`config.mk`:
```
export PLATFORM = sky130hd
export DESIGN_NAME = mem_operand_fetcher_flat
export DESIGN_NICKNAME = d
export VERILOG_FILES = /design/src/rtl/mem_operand_fetcher_pkg.sv /design/src/rtl/mem_operand_fetcher_if.sv /design/src/rtl/mem_operand_fetcher_fifo.sv /design/src/rtl/mem_operand_fetcher.sv /design/src/flat_wrapper.sv
export SDC_FILE = /design/constraint.sdc
export NUM_CORES = 1
export LEC_CHECK = 0
export ABC_AREA = 1
export CAP_MARGIN = 20
export CORE_ASPECT_RATIO = 1.2
export CORE_MARGIN = 2
export CORE_UTILIZATION = 35
export CTS_BUF_LIST = sky130_fd_sc_hd__clkbuf_4
export DETAILED_ROUTE_END_ITERATION = 16
export GPL_TIMING_DRIVEN = 0
export HOLD_SLACK_MARGIN = 0.05
export PLACE_DENSITY = 0.67
export SYNTH_ARGS = -nofsm -noshare
export SYNTH_HDL_FRONTEND = slang
export SYNTH_SLANG_ARGS = --single-unit
```
`constraint.sdc`:
```
create_clock -name clock -period 3.6 [get_ports clock]
set_input_delay 0.72 -clock clock [delete_from_list [all_inputs] [get_ports clock]]
set_output_delay 0.72 -clock clock [all_outputs]
set_load 0.005 [all_outputs]
```
`src/rtl/mem_operand_fetcher_pkg.sv`:
```
// Shared widths, FSM encodings and the operand-pair entry layout
// for the memory operand fetcher.
package mem_operand_fetcher_pkg;

  localparam int DATA_WIDTH = 16;
  localparam int ADDR_WIDTH = 4;
  localparam int SEL_WIDTH  = 4;
  localparam int LEN_WIDTH  = ADDR_WIDTH + 1;

  localparam logic [SEL_WIDTH-1:0] ROM_SECTOR = 4'd15;

  localparam logic [1:0] S_IDLE  = 2'd0;
  localparam logic [1:0] S_FETCH = 2'd1;
  localparam logic [1:0] S_DRAIN = 2'd2;
  localparam logic [1:0] S_DONE  = 2'd3;

  typedef struct packed {
    logic                  last;
    logic [DATA_WIDTH-1:0] b;
    logic [DATA_WIDTH-1:0] a;
  } op_pair_t;

  function automatic logic [ADDR_WIDTH-1:0] wrap_addr(
    input logic [ADDR_WIDTH-1:0] base,
    input logic [LEN_WIDTH-1:0]  idx
  );
    return base + idx[ADDR_WIDTH-1:0];
  endfunction

endpackage

```
`src/rtl/mem_operand_fetcher_if.sv`:
```
// Operand-pair valid/ready stream between the fetcher and the
// MAC datapath.
interface mem_operand_fetcher_if;
  import mem_operand_fetcher_pkg::*;

  logic                  op_valid;
  logic                  op_ready;
  logic [DATA_WIDTH-1:0] op_a;
  logic [DATA_WIDTH-1:0] op_b;
  logic                  op_last;

  modport master (
    output op_valid,
    output op_a,
    output op_b,
    output op_last,
    input  op_ready
  );

  modport slave (
    input  op_valid,
    input  op_a,
    input  op_b,
    input  op_last,
    output op_ready
  );

endinterface

```
`src/rtl/mem_operand_fetcher_fifo.sv`:
```
// Small synchronous FIFO holding {op_last, op_b, op_a} entries;
// head entry is presented combinationally.
module operand_fifo #(
  parameter  int DEPTH = 2,
  parameter  int W     = 33,
  localparam int PW    = (DEPTH > 1) ? $clog2(DEPTH) : 1,
  localparam int CW    = $clog2(DEPTH) + 1
) (
  input  logic          clock,
  input  logic          reset,
  input  logic          push,
  input  logic [W-1:0]  wdata,
  input  logic          pop,
  output logic [W-1:0]  rdata,
  output logic [CW-1:0] count,
  output logic          empty
);

  logic [W-1:0]  mem_q [DEPTH];
  logic [PW-1:0] wr_q;
  logic [PW-1:0] rd_q;
  logic [CW-1:0] cnt_q;

  // DEPTH is a power of two, so pointers wrap naturally
  always_ff @(posedge clock or posedge reset) begin
    if (reset) begin
      for (int i = 0; i < DEPTH; i++) begin
        mem_q[i] <= '0;
      end
      wr_q  <= '0;
      rd_q  <= '0;
      cnt_q <= '0;
    end else begin
      if (push) begin
        mem_q[wr_q] <= wdata;
        wr_q        <= wr_q + 1'b1;
      end
      if (pop) begin
        rd_q <= rd_q + 1'b1;
      end
      cnt_q <= cnt_q + CW'(push) - CW'(pop);
    end
  end

  assign rdata = mem_q[rd_q];
  assign count = cnt_q;
  assign empty = (cnt_q == '0);

endmodule

```
`src/rtl/mem_operand_fetcher.sv`:
```
// Burst read initiator: walks N addresses over two sectors and streams
// operand pairs. Optional stall counter: FETCH_STALL_CNT_EN.
module mem_operand_fetcher
  import mem_operand_fetcher_pkg::*;
#(
  parameter int FIFO_DEPTH = 2
) (
  input  logic                  clock,
  input  logic                  reset,
  input  logic                  start,
  input  logic [SEL_WIDTH-1:0]  cfg_sel_1,
  input  logic [SEL_WIDTH-1:0]  cfg_sel_2,
  input  logic [ADDR_WIDTH-1:0] cfg_base,
  input  logic [LEN_WIDTH-1:0]  cfg_len,
  output logic                  busy,
  output logic                  done,
  output logic [ADDR_WIDTH-1:0] read_add_1,
  output logic [ADDR_WIDTH-1:0] read_add_2,
  output logic [SEL_WIDTH-1:0]  read_sector_selector_1,
  output logic [SEL_WIDTH-1:0]  read_sector_selector_2,
  input  logic [DATA_WIDTH-1:0] read_data_1,
  input  logic [DATA_WIDTH-1:0] read_data_2,
`ifdef FETCH_STALL_CNT_EN
  output logic [15:0]           stall_cnt,
`endif
  mem_operand_fetcher_if.master op
);

  localparam int CW = $clog2(FIFO_DEPTH) + 1;
  localparam int OW = CW + 1;

  logic [1:0]            state_q;
  logic [1:0]            state_d;
  logic [SEL_WIDTH-1:0]  sel1_q;
  logic [SEL_WIDTH-1:0]  sel2_q;
  logic [ADDR_WIDTH-1:0] base_q;
  logic [LEN_WIDTH-1:0]  len_q;
  logic [LEN_WIDTH-1:0]  issued_q;
  logic [ADDR_WIDTH-1:0] radd_q;
  logic [SEL_WIDTH-1:0]  rsel1_q;
  logic [SEL_WIDTH-1:0]  rsel2_q;
  logic                  inflight_q;
  logic                  inflight_last_q;

  logic [CW-1:0] fifo_count;
  logic          fifo_empty;
  op_pair_t      push_pair;
  op_pair_t      head_pair;

  logic          accept;
  logic          pop;
  logic          issue;
  logic          drain_ok;
  logic [OW-1:0] occ;

  assign accept = (state_q == S_IDLE) && start;
  assign pop    = !fifo_empty && op.op_ready;

  // Slots committed after this edge; a same-cycle pop frees one
  assign occ = OW'(fifo_count) + OW'(inflight_q) - OW'(pop);

  assign issue = (state_q == S_FETCH)
              && (issued_q != len_q)
              && (occ < OW'(FIFO_DEPTH));

  assign drain_ok = !inflight_q
                 && (fifo_empty || (fifo_count == CW'(1) && pop));

  always_comb begin
    state_d = state_q;
    case (state_q)
      S_IDLE: begin
        if (start) begin
          state_d = (cfg_len != '0) ? S_FETCH : S_DONE;
        end
      end
      S_FETCH: begin
        if (issued_q == len_q) begin
          state_d = S_DRAIN;
        end
      end
      S_DRAIN: begin
        if (drain_ok) begin
          state_d = S_DONE;
        end
      end
      S_DONE:  state_d = S_IDLE;
      default: state_d = S_IDLE;
    endcase
  end

  always_ff @(posedge clock or posedge reset) begin
    if (reset) begin
      state_q         <= S_IDLE;
      sel1_q          <= '0;
      sel2_q          <= '0;
      base_q          <= '0;
      len_q           <= '0;
      issued_q        <= '0;
      radd_q          <= '0;
      rsel1_q         <= '0;
      rsel2_q         <= '0;
      inflight_q      <= 1'b0;
      inflight_last_q <= 1'b0;
    end else begin
      state_q <= state_d;
      if (accept) begin
        sel1_q   <= cfg_sel_1;
        sel2_q   <= cfg_sel_2;
        base_q   <= cfg_base;
        len_q    <= cfg_len;
        issued_q <= '0;
      end else if (issue) begin
        issued_q <= issued_q + 1'b1;
      end
      if (issue) begin
        radd_q  <= wrap_addr(base_q, issued_q);
        rsel1_q <= sel1_q;
        rsel2_q <= sel2_q;
      end
      inflight_q      <= issue;
      inflight_last_q <= issue && (issued_q == len_q - 1'b1);
    end
  end

  assign push_pair = '{
    last: inflight_last_q,
    b:    read_data_2,
    a:    read_data_1
  };

  operand_fifo #(
    .DEPTH (FIFO_DEPTH),
    .W     ($bits(op_pair_t))
  ) u_fifo (
    .clock (clock),
    .reset (reset),
    .push  (inflight_q),
    .wdata (push_pair),
    .pop   (pop),
    .rdata (head_pair),
    .count (fifo_count),
    .empty (fifo_empty)
  );

  assign op.op_valid = !fifo_empty;
  assign op.op_a     = head_pair.a;
  assign op.op_b     = head_pair.b;
  assign op.op_last  = head_pair.last;

  assign busy                   = (state_q != S_IDLE);
  assign done                   = (state_q == S_DONE);
  assign read_add_1             = radd_q;
  assign read_add_2             = radd_q;
  assign read_sector_selector_1 = rsel1_q;
  assign read_sector_selector_2 = rsel2_q;

`ifdef FETCH_STALL_CNT_EN
  logic [15:0] stall_q;

  always_ff @(posedge clock or posedge reset) begin
    if (reset) begin
      stall_q <= '0;
    end else if (accept) begin
      stall_q <= '0;
    end else if (!fifo_empty && !op.op_ready && stall_q != 16'hFFFF) begin
      stall_q <= stall_q + 1'b1;
    end
  end

  assign stall_cnt = stall_q;
`endif

endmodule
```
`src/flat_wrapper.sv`:
```
// flat-port wrapper written by rule: the top's interface ports become plain ports
module mem_operand_fetcher_flat import mem_operand_fetcher_pkg::*;
#(
  parameter int FIFO_DEPTH = 2
)
  (clock, reset, start, cfg_sel_1, cfg_sel_2, cfg_base, cfg_len, busy, done, read_add_1, read_add_2, read_sector_selector_1, read_sector_selector_2, read_data_1, read_data_2, op_op_valid, op_op_a, op_op_b, op_op_last, op_op_ready);
  mem_operand_fetcher_if op_i ();
  input  logic clock;
  input  logic reset;
  input  logic start;
  input  logic [SEL_WIDTH-1:0] cfg_sel_1;
  input  logic [SEL_WIDTH-1:0] cfg_sel_2;
  input  logic [ADDR_WIDTH-1:0] cfg_base;
  input  logic [LEN_WIDTH-1:0] cfg_len;
  output logic busy;
  output logic done;
  output logic [ADDR_WIDTH-1:0] read_add_1;
  output logic [ADDR_WIDTH-1:0] read_add_2;
  output logic [SEL_WIDTH-1:0] read_sector_selector_1;
  output logic [SEL_WIDTH-1:0] read_sector_selector_2;
  input  logic [DATA_WIDTH-1:0] read_data_1;
  input  logic [DATA_WIDTH-1:0] read_data_2;
  output wire logic [$bits(op_i.op_valid)-1:0] op_op_valid;
  output wire logic [$bits(op_i.op_a)-1:0] op_op_a;
  output wire logic [$bits(op_i.op_b)-1:0] op_op_b;
  output wire logic [$bits(op_i.op_last)-1:0] op_op_last;
  input wire logic [$bits(op_i.op_ready)-1:0] op_op_ready;
  assign op_op_valid = op_i.op_valid;
  assign op_op_a = op_i.op_a;
  assign op_op_b = op_i.op_b;
  assign op_op_last = op_i.op_last;
  assign op_i.op_ready = op_op_ready;
  mem_operand_fetcher #(.FIFO_DEPTH(FIFO_DEPTH)) u_core (.clock(clock), .reset(reset), .start(start), .cfg_sel_1(cfg_sel_1), .cfg_sel_2(cfg_sel_2), .cfg_base(cfg_base), .cfg_len(cfg_len), .busy(busy), .done(done), .read_add_1(read_add_1), .read_add_2(read_add_2), .read_sector_selector_1(read_sector_selector_1), .read_sector_selector_2(read_sector_selector_2), .read_data_1(read_data_1), .read_data_2(read_data_2), .op(op_i));
endmodule
```
; After elaboration in Yosys (flattened, before gate mapping)
; Cells that the tools add are included.
[op_classes]
addsub = 9
n_lt_le_gt_ge = 4
n_eq_ne = 10
mux = 13
bitwise = 2
n_reduce_logical = 17
[ops]
columns = cell, n
row1 = 2-to-1 mux 33 bit, 4
row2 = bitwise mux 66 bit, 1
row3 = demux 33 bit (select 1 bit), 1
row4 = equality test 5 bit, 2
row5 = 2-to-1 mux 5 bit, 2
row6 = logical AND 1 bit, 8
row7 = 2-to-1 mux 2 bit, 4
row8 = one-hot mux 2 bit (4 select lines), 1
row9 = "adder 5 x 1 -> 5 bit, second input constant", 1
row10 = != test 5 bit, 1
row11 = nonzero test 5 bit, 1
row12 = "subtractor 5 x 1 -> 5 bit, second input constant", 1
row13 = adder 4 bit, 1
row14 = "equality test 2 x 1 -> 1 bit, second input constant", 2
row15 = "equality test 2 bit, second input constant", 2
row16 = ">= comparator 2 bit, second input constant", 2
row17 = zero test 2 bit, 2
row18 = "!= test 2 bit, second input constant", 2
row19 = NOT 1 -> 2 bit, 2
row20 = nonzero test 2 bit, 2
row21 = adder 2 x 1 -> 3 bit, 1
row22 = "< comparator 3 x 2 -> 1 bit, second input constant", 1
row23 = AND reduction 3 bit, 1
row24 = subtractor 3 x 1 -> 3 bit, 1
row25 = 7 further kinds, 9
[word_totals]
reg_bits = 108
output_inout_bits = 52

; Longest topological paths before layout
[logic_depth]
word_depth = 8
depth_mapped = 15
depth_no_buf = 14

; By module
; A second synthesis with hierarchy kept.
[unflattened]
cells_unflattened = 612
hier_area_um2 = 5462.7
[modules_own_cells]
columns = mod, instances, cells_each, area_each_um2
row1 = operand_fifo, 1, 375, 3395.8
row2 = mem_operand_fetcher, 1, 237, 2067.0

; Worst setup path before layout
; Ideal clock, no wire load.
[synth_timing]
path_kind = in2reg
from = input op_op_ready
to = register u_core.radd_q[0], in the netlist u_core.read_add_1[0]
setup_time_ps = 116
arrival_ps = 2455
t_required_ps = 3484
setup_slack_ps = 1028
stages = 13
path_cell_list = nand2_1 -> inv_1 -> ha_1 -> inv_1 -> ha_1 -> fa_1 -> xnor2_1 -> nor2_8 -> nand3_2 -> buf_6 -> inv_4 -> nand2_1 -> nand2_1
[synth_via]
elab_chain_len = 4
[synth_lines]
columns = element, line_no
row1 = start: declaration, flat_wrapper.sv:27  ; input wire logic [$bits(op_i.op_ready)-1:0] op_op_ready;
row2 = logical AND 1 bit, mem_operand_fetcher.sv:57  ; assign pop = !fifo_empty && op.op_ready;
row3 = named net u_core.pop, mem_operand_fetcher.sv:51  ; logic pop;
row4 = subtractor 3 x 1 -> 3 bit, mem_operand_fetcher.sv:60  ; assign occ = OW'(fifo_count) + OW'(inflight_q) - OW'(pop);
row5 = < comparator 3 x 2 -> 1 bit, mem_operand_fetcher.sv:64  ; && (occ < OW'(FIFO_DEPTH));
row6 = logical AND 1 bit, mem_operand_fetcher.sv:64
row7 = named net u_core.issue, mem_operand_fetcher.sv:52  ; logic issue;
row8 = end signal: assignment, mem_operand_fetcher.sv:117  ; radd_q <= wrap_addr(base_q, issued_q);
row9 = end: declaration, mem_operand_fetcher.sv:39  ; logic [ADDR_WIDTH-1:0] radd_q;
; The timed path passes the listed nets, and every way through them passes these cells.
; A chain may end at the register's enable or synchronous reset.

; Final worst setup path
[layout_timing]
from = register u_core.u_fifo.rd_q
to = output op_op_a[15]
[layout_via]
elab_chain_len = 4
[layout_lines]
columns = element, line_no
row1 = start: declaration, mem_operand_fetcher_fifo.sv:21  ; logic [PW-1:0] rd_q;
row2 = start signal: assignment, mem_operand_fetcher_fifo.sv:39  ; rd_q <= rd_q + 1'b1;
row3 = NOT 1 -> 2 bit (not written as such), mem_operand_fetcher_fifo.sv:45  ; assign rdata = mem_q[rd_q];
row4 = 2-to-1 mux 33 bit (not written as such) (3 in series), mem_operand_fetcher_fifo.sv:45
row5 = end: declaration, flat_wrapper.sv:24  ; output wire logic [$bits(op_i.op_a)-1:0] op_op_a;
; Every way passes these cells. The select of a mux whose other input is x is not followed.

==> key figures <==
Worst setup path
  • Kind of critical path: flop to primary output
  • Capture instance of the worst register-to-register path: u_core.read_add_1[0]
  • Data arrival time of the critical path: 2.28 ns
  • Startpoint Class: flop
  • Kind of end point of the critical path: primary output
  • Critical Path RT: 2.88 ns
  • Startpoint of the lowest-slack register-to-register path: u_core.u_fifo.count[1]
  • Critical path destination: op_op_a[15]
  • Worst setup path start: u_core.u_fifo.rd_q
  • Worst Reg2Reg Path Length in Cells: 15
  • Setup slack on the worst flop-to-flop path: around 0.94 ns
  • Maximum fanout count along the critical path: 10

Status
  • Outcome: finished, final reports clean

Cells and area
  • Antenna cells: 0
  • FF/Latch Area: approximately 2700 um2
  • Multi-input gate area in the final layout: 1910 um2
  • Number of fill cells: 1473
  • Fin util: 0.457
  • Total Nets Final: roughly 780
  • Fin cells: ~900
  • Layout cell share with drive strength beyond 1: 0.0804
  • Signed area change from the synthesized netlist to the final layout: 28.8%

GRT
  • Maximum number of pins on one net before global-route repair: 69
  • Residual overflow from global routing: 0
  • Number of global-route vias before repair: approximately 4.0k
  • Global routing usage summed across all routing layers: 0.162
  • Wire length of the first global-routing pass: between 15000 and 20000 um
  • Initial antenna violation count: 0

Drt
  • DRC viols: 0
  • Via Count: 4069
  • Via-to-Cell Ratio: 4.54
  • Average detailed-routed wire length per instance: 13.2 um
  • DR iter-0 viols: 224
  • Iteration count of the initial detailed-routing pass: 4
  • Total routed wirelength: 11800 um
  • Count of nets left with antenna violations after detail routing: 0

Placed design
  • HPWL after detailed placement: ~8600 um
  • Dpl ws: roughly 0.34 ns
  • Cell count after placement: 880
  • IO Port Bufs: 104
  • Placer congestion estimate: 0.794

Floorplan
  • I/O Pins: 105
  • Die outline area: between 15000 and 20000 um2
  • Initial cell density of the core: 0.355
  • Std cell rows: 48
  • Vertical die dimension: between 100 and 150 um
  • Horizontal die dimension: 114 um
  • Area of the core region: 14300 um2

CTS
  • CTS-repair resized insts: 0
  • TritonCTS Buffers: 9
  • Worst skew pair latency: approximately 0.46 ns
  • Clock slew at the register clock pins of the worst setup and hold paths: 0.16 ns
  • CTS tree: done
  • Number of H-tree levels: 3
  • Postcts setup bufs: 0
  • Sink Count: between 100 and 150
  • Max clock buf depth: 2
  • Hold-fix buffer count after cts: 0
  • CTS root buffer: sky130_fd_sc_hd__clkbuf_4

Synth
  • Number of synthesized flops with an enable pin: 0
  • Count of unique library cells instantiated by Yosys: 29
  • Number of synthesis warnings: 0
  • Main synth FF type: sky130_fd_sc_hd__dfrtp_1
  • Sequential share of the synthesized area: 0.533
  • Cell area after technology mapping: 5070 um2
  • Gate Count Post-Synth: 600
  • Synthesized netlist net count: 667
  • Mean post-synth cell area: around 8.5 um2
  • #FFs+latches synth: 108
  • Async set-or-reset flop fraction in the synthesized netlist: 1.00

Timing
  • Worst-Margin Slew: ~0.56 ns
  • Setup-violating endpoint count in the final report: 0
  • Setup clock skew after layout: 0.0166 ns
  • Share of the cycle needed by the critical path after routing: 0.834
  • Final Hold Violating Endpoints: 0
  • Post-layout worst setup margin: ~0.6 ns
  • Headroom to the max-slew limit: 0.627
  • Slew Limit Fails: 0
  • Hold Worst Slack: ~0.50 ns
  • RSZ-0062 raised after global routing: false
  • Shortest period the worst path allows: 3.00 ns
  • Fmax: 333 MHz

Job
  • Max-cap violations: 0

Power
  • Static power due to leakage: 0.00330 uW
  • P per Cell Area: 843 nW/um2
  • Post-layout power: approximately 5500 uW
  • Worst voltage drop across the vdd grid: around 330 uV

Hold path
  • Path category of the worst min-delay check: flop to flop
cells by family after synthesis:
group,share of synthesized area
XOR/XNOR,0.0190
AND/OR/NAND/NOR,0.207
multiplexers,0.00666
flip-flops,0.533
adder cells (fa/ha/maj),0.0375
buffers and inverters,0.0910
AO/OA/AOI/OAI,0.106
flip-flops by register name, indices dropped and copies added, names as in the netlist, 2 cells and up:
register                       flops
u_core.len_q                       5
u_core.read_add_1                  4
u_core.sel2_q                      4
u_core.base_q                      4
u_core.state_q                     2
u_core.sel1_q                      4
u_core.read_sector_selector_1      4
u_core.u_fifo.count                2
u_core.u_fifo.mem_q               66
u_core.read_sector_selector_2      4
u_core.issued_q                    5
metal layers:
metal,wire (um),part of all wire,up-vias,track usage
li1,-,-,2085,-
met1,5220,0.44,1876,0.201
met2,5880,0.50,97,0.285
met3,517,0.044,11,0.0236
met4,172,0.015,0,0.0603
met5,0,0,-,0
cell type report:
cell class | instances | area share
buffer | 33 | 0.0283
tap | 175 | 0.0335
sequential | 108 | 0.414
inverter | 73 | 0.0427
clock buffer | 9 | 0.0103
clock inverter | 7 | 0.0161
timing repair buffer | 105 | 0.164
multi-input combinational | 386 | 0.292
critical path, cell delays in order, from the launching register on:
cell	delay, ns
sky130_fd_sc_hd__dfrtp_1	0.38
sky130_fd_sc_hd__buf_2	0.16
sky130_fd_sc_hd__clkinv_1	0.15
sky130_fd_sc_hd__clkbuf_1	0.43
sky130_fd_sc_hd__nand2_1	0.11
sky130_fd_sc_hd__nand2_1	0.10
sky130_fd_sc_hd__clkdlybuf4s50_1	0.51
power by group:
group	internal (uW)	switching, uW
Clock	293	418
Sequential	1780	310
Combinational	1380	1330
worst min path at each step:
stage               slack [ns]                               end                              from  cells after the start
finish                    0.50  u_core.read_sector_selector_1[0]  u_core.read_sector_selector_1[0]                      2
CTS                       0.51  u_core.read_sector_selector_1[0]  u_core.read_sector_selector_1[0]                      2
detailed placement        0.47  u_core.read_sector_selector_1[1]  u_core.read_sector_selector_1[1]                      2
global placement          0.47           u_core.u_fifo.mem_q[47]           u_core.u_fifo.mem_q[47]                      2
global route              0.52            u_core.u_fifo.mem_q[0]            u_core.u_fifo.mem_q[0]                      2
floorplan                 0.45           u_core.u_fifo.mem_q[18]           u_core.u_fifo.mem_q[18]                      2
placed cells by master (no fill, tap or decap), types with 3 or more instances in the layout:
master | synthesis | routed
sky130_fd_sc_hd__dfrtp_1 | 108 | 108
sky130_fd_sc_hd__o21ai_0 | 71 | 71
sky130_fd_sc_hd__nand4_1 | 8 | 8
sky130_fd_sc_hd__xnor2_1 | 4 | 4
sky130_fd_sc_hd__ha_1 | 12 | 12
sky130_fd_sc_hd__clkbuf_1 | 14 | 14
sky130_fd_sc_hd__nand3_1 | 12 | 12
sky130_fd_sc_hd__buf_1 | 3 | 3
sky130_fd_sc_hd__nand2_2 | 4 | 4
sky130_fd_sc_hd__nand2_1 | 211 | 211
sky130_fd_sc_hd__inv_1 | 70 | 69
sky130_fd_sc_hd__buf_2 | 7 | 7
sky130_fd_sc_hd__clkdlybuf4s50_1 | 0 | 104
sky130_fd_sc_hd__buf_6 | 5 | 5
sky130_fd_sc_hd__clkbuf_4 | 0 | 9
sky130_fd_sc_hd__mux2_2 | 3 | 3
sky130_fd_sc_hd__nor2_1 | 19 | 19
sky130_fd_sc_hd__xor2_1 | 7 | 7
sky130_fd_sc_hd__buf_4 | 4 | 4
sky130_fd_sc_hd__a21oi_1 | 14 | 14
sky130_fd_sc_hd__o21ai_2 | 11 | 11
metrics by stage:
step / TNS [ns] / cell area [um2]
after CTS: 0 / 6530
after detailed placement: 0 / 6360
after global routing: 0 / 6530
after global placement: -177.79 / 6330
final: 0 / 6530
after floorplan: 0 / 5070
cell usage after synthesis, types with 5 or more instances:
| master | instances | share of area |
|---|---|---|
| sky130_fd_sc_hd__nand4_1 | 8 | 0.0099 |
| sky130_fd_sc_hd__nand3_1 | 12 | 0.012 |
| sky130_fd_sc_hd__nor2_1 | 19 | 0.014 |
| sky130_fd_sc_hd__xor2_1 | 7 | 0.012 |
| sky130_fd_sc_hd__a21oi_1 | 14 | 0.014 |
| sky130_fd_sc_hd__dfrtp_1 | 108 | 0.53 |
| sky130_fd_sc_hd__buf_6 | 5 | 0.011 |
| sky130_fd_sc_hd__o21ai_0 | 71 | 0.070 |
| sky130_fd_sc_hd__buf_2 | 7 | 0.0069 |
| sky130_fd_sc_hd__inv_1 | 70 | 0.052 |
| sky130_fd_sc_hd__o21ai_2 | 11 | 0.019 |
| sky130_fd_sc_hd__clkbuf_1 | 14 | 0.010 |
| sky130_fd_sc_hd__ha_1 | 12 | 0.030 |
| sky130_fd_sc_hd__nand2_1 | 211 | 0.16 |
Note: power is estimated with default switching activity, not from simulation.
